[src/rtl/bip_host_link.sv]
// bip_host_link: host-side UART end of the BIP link.
// Sends one START_CMD byte on tx_out. Then it receives a 4-byte little-endian
// result on rx_in and presents it as a 32-bit word with a one-cycle done pulse.
// Optional feature: define BIP_HOST_TIMEOUT_EN to build the receive timeout
// (TIMEOUT_TICKS oversample ticks in RECV -> timeout_err, abort to IDLE).
module bip_host_link #(
    parameter int unsigned BAUD_DIV      = 163,
    parameter logic [7:0]  START_CMD     = 8'h53,
    parameter int unsigned TIMEOUT_TICKS = 2000000
) (
    input  logic        clk,
    input  logic        reset,
    input  logic        start,
    input  logic        rx_in,
    output logic        tx_out,
    output logic        busy,
    output logic        done,
    output logic [31:0] result,
    output logic        frame_err,
    output logic        timeout_err
);

    localparam int BAUD_W = (BAUD_DIV > 1) ? $clog2(BAUD_DIV) : 1;

    typedef enum logic [1:0] {S_IDLE, S_SEND_CMD, S_RECV} state_t;
    typedef enum logic [1:0] {RX_IDLE, RX_START, RX_DATA, RX_STOP} rx_state_t;

    logic [BAUD_W-1:0] baud_cnt;
    logic              tick;

    logic              rx_s1, rx_s2, rx_prev;
    rx_state_t         rx_state;
    logic [3:0]        rx_tick;
    logic [2:0]        rx_bit;
    logic [7:0]        rx_shift;
    logic              rx_valid;
    logic              rx_bad;

    state_t            state;
    logic [8:0]        tx_shift;
    logic [3:0]        tx_tick;
    logic [3:0]        tx_bit;
    logic [1:0]        byte_cnt;
    logic [31:0]       shadow;

`ifdef BIP_HOST_TIMEOUT_EN
    localparam int TO_W = $clog2(TIMEOUT_TICKS + 1);
    logic [TO_W-1:0]   to_cnt;
`else
    assign timeout_err = 1'b0;
`endif

    assign tick = (baud_cnt == BAUD_W'(BAUD_DIV - 1));

    // Free-running 16x oversample tick generator
    always_ff @(posedge clk or posedge reset) begin
        // NOTE: state is updated with <= so every flop samples pre-edge values;
        // using = here would make results depend on block evaluation order.
        if (reset) begin
            baud_cnt <= '0;
        end else if (tick) begin
            baud_cnt <= '0;
        end else begin
            baud_cnt <= baud_cnt + BAUD_W'(1);
        end
    end

    // Two-flop synchronizer for rx_in plus a delayed copy for falling-edge detection
    always_ff @(posedge clk or posedge reset) begin
        if (reset) begin
            rx_s1   <= 1'b1;
            rx_s2   <= 1'b1;
            rx_prev <= 1'b1;
        end else begin
            rx_s1   <= rx_in;
            rx_s2   <= rx_s1;
            rx_prev <= rx_s2;
        end
    end

    // 8N1 receiver: arm on falling edge, sample every bit at tick 8, strobe byte or bad stop
    always_ff @(posedge clk or posedge reset) begin
        if (reset) begin
            rx_state <= RX_IDLE;
            rx_tick  <= '0;
            rx_bit   <= '0;
            rx_shift <= '0;
            rx_valid <= 1'b0;
            rx_bad   <= 1'b0;
        end else begin
            rx_valid <= 1'b0;
            rx_bad   <= 1'b0;
            case (rx_state)
                RX_IDLE: begin
                    // A line held low never produces a new edge, so a break reports once
                    if (rx_prev && !rx_s2) begin
                        rx_state <= RX_START;
                        rx_tick  <= '0;
                    end
                end
                RX_START: begin
                    if (tick) begin
                        if (rx_tick == 4'd7) begin
                            rx_tick  <= '0;
                            rx_bit   <= '0;
                            rx_state <= rx_s2 ? RX_IDLE : RX_DATA;
                        end else begin
                            rx_tick <= rx_tick + 4'd1;
                        end
                    end
                end
                RX_DATA: begin
                    if (tick) begin
                        if (rx_tick == 4'd15) begin
                            rx_tick  <= '0;
                            rx_shift <= {rx_s2, rx_shift[7:1]};
                            if (rx_bit == 3'd7) begin
                                rx_state <= RX_STOP;
                            end else begin
                                rx_bit <= rx_bit + 3'd1;
                            end
                        end else begin
                            rx_tick <= rx_tick + 4'd1;
                        end
                    end
                end
                RX_STOP: begin
                    if (tick) begin
                        if (rx_tick == 4'd15) begin
                            rx_tick  <= '0;
                            rx_state <= RX_IDLE;
                            if (rx_s2) begin
                                rx_valid <= 1'b1;
                            end else begin
                                rx_bad <= 1'b1;
                            end
                        end else begin
                            rx_tick <= rx_tick + 4'd1;
                        end
                    end
                end
                default: rx_state <= RX_IDLE;
            endcase
        end
    end

    // Link controller: send the command frame, then assemble four reply bytes
    always_ff @(posedge clk or posedge reset) begin
        if (reset) begin
            state     <= S_IDLE;
            tx_out    <= 1'b1;
            tx_shift  <= '1;
            tx_tick   <= '0;
            tx_bit    <= '0;
            busy      <= 1'b0;
            done      <= 1'b0;
            result    <= '0;
            frame_err <= 1'b0;
            byte_cnt  <= '0;
            // NOTE: the shadow is an ordinary register, so it takes the reset and a
            // partially collected reply can never leak into a later result.
            shadow    <= '0;
`ifdef BIP_HOST_TIMEOUT_EN
            timeout_err <= 1'b0;
            to_cnt      <= '0;
`endif
        end else begin
            done <= 1'b0;
            case (state)
                S_IDLE: begin
                    if (start) begin
                        state     <= S_SEND_CMD;
                        busy      <= 1'b1;
                        frame_err <= 1'b0;
`ifdef BIP_HOST_TIMEOUT_EN
                        timeout_err <= 1'b0;
`endif
                        tx_out    <= 1'b0;
                        tx_shift  <= {1'b1, START_CMD};
                        tx_tick   <= '0;
                        tx_bit    <= '0;
                    end
                end
                S_SEND_CMD: begin
                    if (tick) begin
                        if (tx_tick == 4'd15) begin
                            tx_tick <= '0;
                            if (tx_bit == 4'd9) begin
                                state    <= S_RECV;
                                byte_cnt <= '0;
`ifdef BIP_HOST_TIMEOUT_EN
                                to_cnt   <= '0;
`endif
                            end else begin
                                tx_out   <= tx_shift[0];
                                tx_shift <= {1'b1, tx_shift[8:1]};
                                tx_bit   <= tx_bit + 4'd1;
                            end
                        end else begin
                            tx_tick <= tx_tick + 4'd1;
                        end
                    end
                end
                S_RECV: begin
                    if (rx_bad) begin
                        frame_err <= 1'b1;
                        busy      <= 1'b0;
                        state     <= S_IDLE;
                    end else if (rx_valid) begin
                        shadow[{byte_cnt, 3'b000} +: 8] <= rx_shift;
                        if (byte_cnt == 2'd3) begin
                            result <= {rx_shift, shadow[23:0]};
                            done   <= 1'b1;
                            busy   <= 1'b0;
                            state  <= S_IDLE;
                        end else begin
                            byte_cnt <= byte_cnt + 2'd1;
                        end
                    end
`ifdef BIP_HOST_TIMEOUT_EN
                    else if (tick) begin
                        if (to_cnt == TO_W'(TIMEOUT_TICKS - 1)) begin
                            timeout_err <= 1'b1;
                            busy        <= 1'b0;
                            state       <= S_IDLE;
                        end else begin
                            to_cnt <= to_cnt + TO_W'(1);
                        end
                    end
`endif
                end
                default: state <= S_IDLE;
            endcase
        end
    end

endmodule

[config.mk]
export PLATFORM = sky130hd
export DESIGN_NAME = bip_host_link
export DESIGN_NICKNAME = d
export VERILOG_FILES = /design/src/rtl/bip_host_link.sv
export SDC_FILE = /design/constraint.sdc
export NUM_CORES = 1
export LEC_CHECK = 0
export BUFFER_PORTS_ARGS = -buffer_cell sky130_fd_sc_hd__buf_2
export CAP_MARGIN = 25
export CORE_MARGIN = 2
export CORE_UTILIZATION = 59
export CTS_BUF_LIST = sky130_fd_sc_hd__clkbuf_4 sky130_fd_sc_hd__clkbuf_8
export DETAILED_ROUTE_END_ITERATION = 6
export PLACE_DENSITY = 0.79
export SLEW_MARGIN = 20
export SYNTH_ARGS = -nofsm -noshare
export SYNTH_HDL_FRONTEND = slang
export SYNTH_SLANG_ARGS = --single-unit
export TNS_END_PERCENT = 100
[constraint.sdc]
create_clock -name clk -period 4 [get_ports clk]
set_input_delay 0.6 -clock clk [delete_from_list [all_inputs] [get_ports clk]]
set_output_delay 0.6 -clock clk [all_outputs]
set_load 0.01 [all_outputs]
==> parameters.txt, run 1 <==
Parameter                              Value

Power and ir drop
  Worst vdd rail ir drop    0.223 mV
  Standby leakage power    0.00267 uW
  Power Dens Cells    352 nW/um^2

Synth
  Syn Nets    446
  Cell type with the largest total area after synthesis    sky130_fd_sc_hd__dfrtp_1
  #FFs+latches synth    between 100 and 150
  EDFF count, synth    0
  Total standard cell area after synthesis    4930 um^2
  Primary flip-flop cell chosen by synthesis mapping    sky130_fd_sc_hd__dfrtp_1
  Cell count after synthesis    429
  Synthesis Warnings    0
  Async SR Flop Fraction    between 90% and 100%
  Leading post-synthesis cells by cell area    sky130_fd_sc_hd__dfrtp_1, sky130_fd_sc_hd__mux2_2, sky130_fd_sc_hd__dfstp_2, sky130_fd_sc_hd__nand2_1, sky130_fd_sc_hd__o21ai_0
  Yosys top cell area share    between 40 and 50%
  Unique cell type count in the Yosys netlist    56
  Sequential fraction of the synthesis area    56.1%
  Average footprint of a synthesized cell    11.5 um^2

Hold path
  Worst Hold Class    input port to async pin

Clock tree
  Register clock-pin slew on the reported worst setup and hold paths    130 ps
  Number of buffers on the longest clock path    2
  Clock root cell    sky130_fd_sc_hd__clkbuf_8
  Post-CTS Hold Buffers    0
  Number of clock sinks    110
  Post-cts resize count    0
  TritonCTS clock tree    built
  Post-CTS setup-driven buffer insertion count    0
  CTS buffer count    9
  Clock latency on the worst-skew pair    390 ps
  H-Tree Level Count    3

Placed design
  RePlAce Congestion    0.843
  Count of input and output buffers    39
  Dpl cells    about 560
  Setup slack at placement    1260 ps
  HPWL reported at the end of detailed placement    6190 um

STA
  Final setup margin    ~1200 ps
  Final worst path period share    between 60 and 70%
  Hold violation count in the final report    0
  Sum Neg Setup Slack    0 ps
  Worst-margin pin slew    between 800 and 900 ps
  Timing-limited maximum frequency    about 0.36 GHz
  Final critical-path required period    2770 ps
  Setup skew after layout    22.4 ps
  Setup violations, final    0
  RSZ-0062 raised after global routing    no
  Number of pins exceeding their max-slew limit in the final report    0
  Max_slew headroom    40.7%

Critical path
  Top fanout value on the critical path    28
  CP Data Required Time    4260 ps
  Endpoint arrival time on the critical path    between 3000 and 4000 ps
  Critical path class    flip-flop to flip-flop
  Type of element launching the critical path    flip-flop
  Critical Path End Type    flip-flop

Die
  Die Height    95.4 um
  Horizontal die dimension    95.4 um
  Number of ports placed on the die boundary    41
  Total die area    9110 um^2
  Std-Cell Core Area    just over 8000 um^2
  Std-Cell Rows    33
  Starting utilization of the core area    60.3%

Global route
  Global-route track usage on met2    a little under two fifths
  M1 GR Usage    26.4%
  Aggregate global-route resource usage    21.5%
  Pin count of the biggest net entering global routing    41
  M3 GR Usage    3.48%
  Via count of the first global-routing pass    around 3200
  Busiest metal layer after global routing    met2
  Global-route congestion overflow total    0
  First-pass GRT wire length    roughly 15000 um
  Initial antenna violation count    0

Route
  DR DRC count    0
  Post-DR wirelength/cell    15.5 um
  Count of TritonRoute iterations in the first routing pass    4
  Number of DRC violations after detailed-routing iteration 0    121
  Via count    3249
  Antenna Violating Nets Remaining    0
  Post-detailed-route via-to-cell ratio    5.65
  Routed wire length    between 8000 and 9000 um

Final layout
  Most frequent standard cell in the layout excluding fill and tap cells    sky130_fd_sc_hd__dfrtp_1
  Number of cells in the finished layout apart from fillers    575
  Final-stage net count    482
  Highest-count cells in the layout ignoring fill and taps    sky130_fd_sc_hd__dfrtp_1, sky130_fd_sc_hd__nand2_1, sky130_fd_sc_hd__mux2_2
  Share of cells above drive strength 1    27.4%
  Synthesis-to-layout area growth    9.13%
  Filler cell count    642
  Antenna cell count    0

Outcome
  Status    complete, no violations

Flow run
  Max_cap viols    0
[through the flow]
step,utilization [%],power (uW),cell area [um^2],hold slack (ps)
finish,65.8,1890,5380,187
global route,65.8,1960,5380,223
CTS,65.8,1910,5380,193
detailed placement,63.3,1250,5180,353
global placement,63.3,1240,5180,346
floorplan,-,1230,4930,345
[worst paths after layout]
path                                       from                 endpoint  slack, ps  depth (start not counted)
setup / recovery           state[0]$_DFFE_PP0P_    tx_bit[0]$_DFFE_PP0P_       1230                          4
hold / removal                            reset   shadow[22]$_DFFE_PP0P_        190                          2
setup reg to reg           state[0]$_DFFE_PP0P_    tx_bit[0]$_DFFE_PP0P_       1230                          4
hold reg to reg                 rx_s1$_DFF_PP1_          rx_s2$_DFF_PP1_        370                          0
max in group asynchronous                 reset  tx_shift[2]$_DFFE_PP1P_       2940                          3
min in group clk                          rx_in          rx_s1$_DFF_PP1_        310                          1
[cells by family after synthesis]
| kind of cell | count (synthesis) | share of synthesized area (%) |
|---|---|---|
| compound gates | 70 | 8.75 |
| fa+ha+maj | 13 | 3.30 |
| mux | 56 | 12.8 |
| flops | 110 | 56.1 |
| buf+inv | 36 | 3.53 |
| simple gates | 137 | 14.4 |
| xor+xnor | 6 | 1.07 |
| other cells | 1 | 0.0760 |
[layout make-up]
cell class                 instances  area, um^2  area share [%]
sequential                       110        2770            51.4
multi-input combinational        283        1990            37.0
timing repair buffer              43         223            4.14
clock buffer                      10         138            2.56
tap                              105         131            2.44
inverter                          18        70.1            1.30
clock inverter                     6        62.6            1.16
[cell usage after synthesis (3+ instances only)]
cell type                  number
sky130_fd_sc_hd__a21oi_1        5
sky130_fd_sc_hd__a22o_1         3
sky130_fd_sc_hd__a31oi_1        8
sky130_fd_sc_hd__buf_2          6
sky130_fd_sc_hd__clkbuf_1       8
sky130_fd_sc_hd__dfrtp_1       98
sky130_fd_sc_hd__dfstp_2       12
sky130_fd_sc_hd__ha_1          13
sky130_fd_sc_hd__inv_1         18
sky130_fd_sc_hd__mux2_2        45
sky130_fd_sc_hd__mux2_4         3
sky130_fd_sc_hd__mux2i_1        8
sky130_fd_sc_hd__nand2_1       66
sky130_fd_sc_hd__nand2b_1       5
sky130_fd_sc_hd__nand3_1       12
sky130_fd_sc_hd__nand3b_1       7
sky130_fd_sc_hd__nor2_1        12
sky130_fd_sc_hd__nor2b_1        7
sky130_fd_sc_hd__nor3_1         3
sky130_fd_sc_hd__nor3b_1        4
sky130_fd_sc_hd__o211ai_1       4
sky130_fd_sc_hd__o21ai_0       36
sky130_fd_sc_hd__xnor2_1        6
[worst max-delay path: stages (launching register included)]
cell and delay [ps]:
sky130_fd_sc_hd__dfrtp_1 870, sky130_fd_sc_hd__nand2b_1 260, sky130_fd_sc_hd__a31oi_1 530, sky130_fd_sc_hd__or3_1 590
sky130_fd_sc_hd__mux2_2 400
[sequential cells by signal, summed over array words and instances, names as in the netlist, 2 cells and up, named ones only]
name	flops
baud_cnt	8
byte_cnt	2
result	32
rx_bit	3
rx_shift	8
rx_tick	4
shadow	24
state	2
tx_bit	4
tx_shift	8
tx_tick	4
[routing by layer]
metal,vias to the layer above,part of all wire (%)
met2,72,52
met1,1596,42
met4,0,2.1
li1,1564,-
met5,-,0
met3,17,3.8
[report_power, final]
| part | switching [uW] | internal (uW) |
|---|---|---|
| Clock | 408 | 261 |
| Sequential | 21.6 | 1130 |
| Combinational | 47.6 | 25.6 |
Note: power is estimated with default switching activity, not from simulation.
==> inputs of run 2 (changes only) <==
==> constraint.sdc (replaced) <==
create_clock -name clk -period 2.76 [get_ports clk]
set_input_delay 0.414 -clock clk [delete_from_list [all_inputs] [get_ports clk]]
set_output_delay 0.414 -clock clk [all_outputs]
set_load 0.01 [all_outputs]
==> run 2 against run 1 <==
- critical path depth up 2
- hold slack lost 47 ps
- final cell count grew 1.0%
- first-iteration DRC count down 7.4%
- global-route usage down 1.1 points
- setup slack lost 720 ps
- design area is 1.1% higher
- largest power group unchanged
==> parameters.txt, run 2 (synthesis results as in run 1) <==
Parameter                              Value

Outcome
  Status    complete, no violations (unchanged)

Placed design
  Area of placed instances    5240 um^2 (was 5180 um^2)
  HPWL reported at the end of detailed placement    5740 um (was 6190 um)
  RePlAce Congestion    0.914 (was 0.843)
  Setup slack at placement    553 ps (was 1260 ps)
  Count of input and output buffers    39 (unchanged)

Die
  Std-Cell Core Area    8180 um^2 (unchanged)
  Number of ports placed on the die boundary    41 (unchanged)
  Starting utilization of the core area    60.3% (unchanged)
  Die Height    95.4 um (unchanged)
  Total die area    9110 um^2 (unchanged)
  Std-Cell Rows    33 (unchanged)
  Horizontal die dimension    95.4 um (unchanged)

Critical path
  Critical Path End Type    flip-flop (unchanged)
  Top fanout value on the critical path    13 (was 28)
  Endpoint arrival time on the critical path    2510 ps (was 3030 ps)
  Type of element launching the critical path    flip-flop (unchanged)
  CP Data Required Time    3020 ps (was 4260 ps)
  Critical path class    flip-flop to flip-flop (unchanged)
  Max stage delay cell, worst path    sky130_fd_sc_hd__or3_1 (was sky130_fd_sc_hd__dfrtp_1)
  Critical Path Max Stage Delay    570 ps (was 870 ps)
  Cell breakdown of the critical path    inv_1 -> ha_1 -> and4b_1 -> a31oi_1 -> or3_1 -> mux2_2 (was nand2b_1 -> a31oi_1 -> or3_1 -> mux2_2)

Clock tree
  Post-CTS Hold Buffers    0 (unchanged)
  Post-cts resize count    0 (unchanged)
  Number of clock sinks    110 (unchanged)
  TritonCTS clock tree    built (unchanged)
  Clock latency on the worst-skew pair    370 ps (was 390 ps)
  Number of buffers on the longest clock path    2 (unchanged)
  Register clock-pin slew on the reported worst setup and hold paths    100 ps (was 130 ps)
  H-Tree Level Count    3 (unchanged)
  Post-CTS setup-driven buffer insertion count    0 (unchanged)
  Clock root cell    sky130_fd_sc_hd__clkbuf_8 (unchanged)
  CTS buffer count    9 (unchanged)

STA
  Number of pins exceeding their max-slew limit in the final report    0 (unchanged)
  Timing-limited maximum frequency    0.444 GHz (was 0.362 GHz)
  Setup violations, final    0 (unchanged)
  Final setup margin    510 ps (was 1230 ps)
  Final critical-path required period    2250 ps (was 2770 ps)
  Setup skew after layout    12.1 ps (was 22.4 ps)
  Worst-margin pin slew    795 ps (was 886 ps)
  Max_slew headroom    46.9% (was 40.7%)
  Worst hold margin    140 ps (was 187 ps)
  RSZ-0062 raised after global routing    no (unchanged)
  Final worst path period share    81.5% (was 69.2%)
  Sum Neg Setup Slack    0 ps (unchanged)
  Hold violation count in the final report    0 (unchanged)

Final layout
  Antenna cell count    0 (unchanged)
  Share of the core filled with cells in the final layout    66.6% (was 65.8%)
  Registers with the highest flip-flop counts    result x32, shadow x24 (unchanged)
  Max FFs per register    32 (unchanged)
  Most frequent standard cell in the layout excluding fill and tap cells    sky130_fd_sc_hd__dfrtp_1 (unchanged)
  Synthesis-to-layout area growth    10.4% (was 9.13%)
  Post-layout instance area    5440 um^2 (was 5380 um^2)
  Reg with most FFs    result (unchanged)
  Highest-count cells in the layout ignoring fill and taps    sky130_fd_sc_hd__dfrtp_1, sky130_fd_sc_hd__nand2_1, sky130_fd_sc_hd__mux2_2 (unchanged)
  Final-stage net count    488 (was 482)
  Share of cells above drive strength 1    28.4% (was 27.4%)

Power and ir drop
  Standby leakage power    0.00270 uW (was 0.00267 uW)
  Power Dens Cells    501 nW/um^2 (was 352 nW/um^2)
  Worst vdd rail ir drop    0.226 mV (was 0.223 mV)

Global route
  First-pass GRT wire length    14500 um (was 15100 um)
  Initial antenna violation count    0 (unchanged)
  Aggregate global-route resource usage    20.3% (was 21.5%)
  Via count of the first global-routing pass    3132 (was 3224)
  Pin count of the biggest net entering global routing    111 (was 41)
  Global-route congestion overflow total    0 (unchanged)

Hold path
  Worst Hold Class    input port to flip-flop (was input port to async pin)

Route
  Number of DRC violations after detailed-routing iteration 0    112 (was 121)
  Routed wire length    8520 um (was 8900 um)
  Post-detailed-route via-to-cell ratio    5.57 (was 5.65)
  Antenna Violating Nets Remaining    0 (unchanged)
  DR DRC count    0 (unchanged)
  Via count    3237 (was 3249)
  Post-DR wirelength/cell    14.7 um (was 15.5 um)
  Count of TritonRoute iterations in the first routing pass    4 (unchanged)

Flow run
  Max_cap viols    0 (unchanged)
==> run 2: cell types whose count changed in the layout (fill, tap and decap cells not counted) <==
cell / delta
sky130_fd_sc_hd__buf_12: +1
sky130_fd_sc_hd__buf_4: +6
sky130_fd_sc_hd__clkbuf_2: -1
sky130_fd_sc_hd__clkinvlp_4: +1
sky130_fd_sc_hd__inv_4: -1
==> run 2: path summary, 6_finish.rpt <==
kind                                        from                 endpoint  slack (ps)  depth (start not counted)
max                        baud_cnt[0]$_DFF_PP0_    tx_bit[0]$_DFFE_PP0P_         510                          6
min                                        rx_in          rx_s1$_DFF_PP1_         140                          1
max reg2reg                baud_cnt[0]$_DFF_PP0_    tx_bit[0]$_DFFE_PP0P_         510                          6
min reg2reg                      rx_s1$_DFF_PP1_          rx_s2$_DFF_PP1_         370                          0
max in group asynchronous                  reset  tx_shift[5]$_DFFE_PP1P_        2140                          3
min in group asynchronous                  reset   result[23]$_DFFE_PP0P_         180                          3
==> run 2: report_power, final <==
group | total (uW) | internal, uW | leakage [uW] | switching, uW
clock network | 954 | 379 | 0.000103 | 575
registers | 1670 | 1640 | 0.00144 | 31.1
logic | 109 | 38.2 | 0.00116 | 70.6
==> run 2: per-stage QoR <==
stage,instances,total power (uW)
after floorplan,429,1780
after global placement,565,1800
after detailed placement,565,1810
after CTS,581,2750
after global routing,581,2830
final,581,2730
==> run 2: area by class of cell <==
cell class / instances / area (um^2)
clock buffer: 10 / 138
sequential: 110 / 2770
timing repair buffer: 49 / 283
multi-input combinational: 283 / 1990
fill: 604 / 2730
clock inverter: 6 / 62.6
inverter: 18 / 71.3
tap: 105 / 131
==> run 2: worst max-delay path: cells and delay by family (launching register included) <==
| family | cells | cell delay [ps] |
|---|---|---|
| muxes | 1 | 400 |
| AOI/OAI and AO/OA | 1 | 270 |
| DFF | 1 | 430 |
| buffers and inverters | 1 | 60 |
| and+or+nand+nor | 2 | 760 |
| adders and majority gates | 1 | 220 |
==> run 2: metal layers <==
| metal | wire (um) | up-vias | GRT usage [%] |
|---|---|---|---|
| met1 | 3940 | 1577 | 26.9 |
| met3 | 298 | 13 | 4.27 |
| met2 | 4170 | 79 | 33.9 |
| met4 | 111 | 0 | 6.19 |
| met5 | 0 | - | 0 |
| li1 | - | 1568 | - |
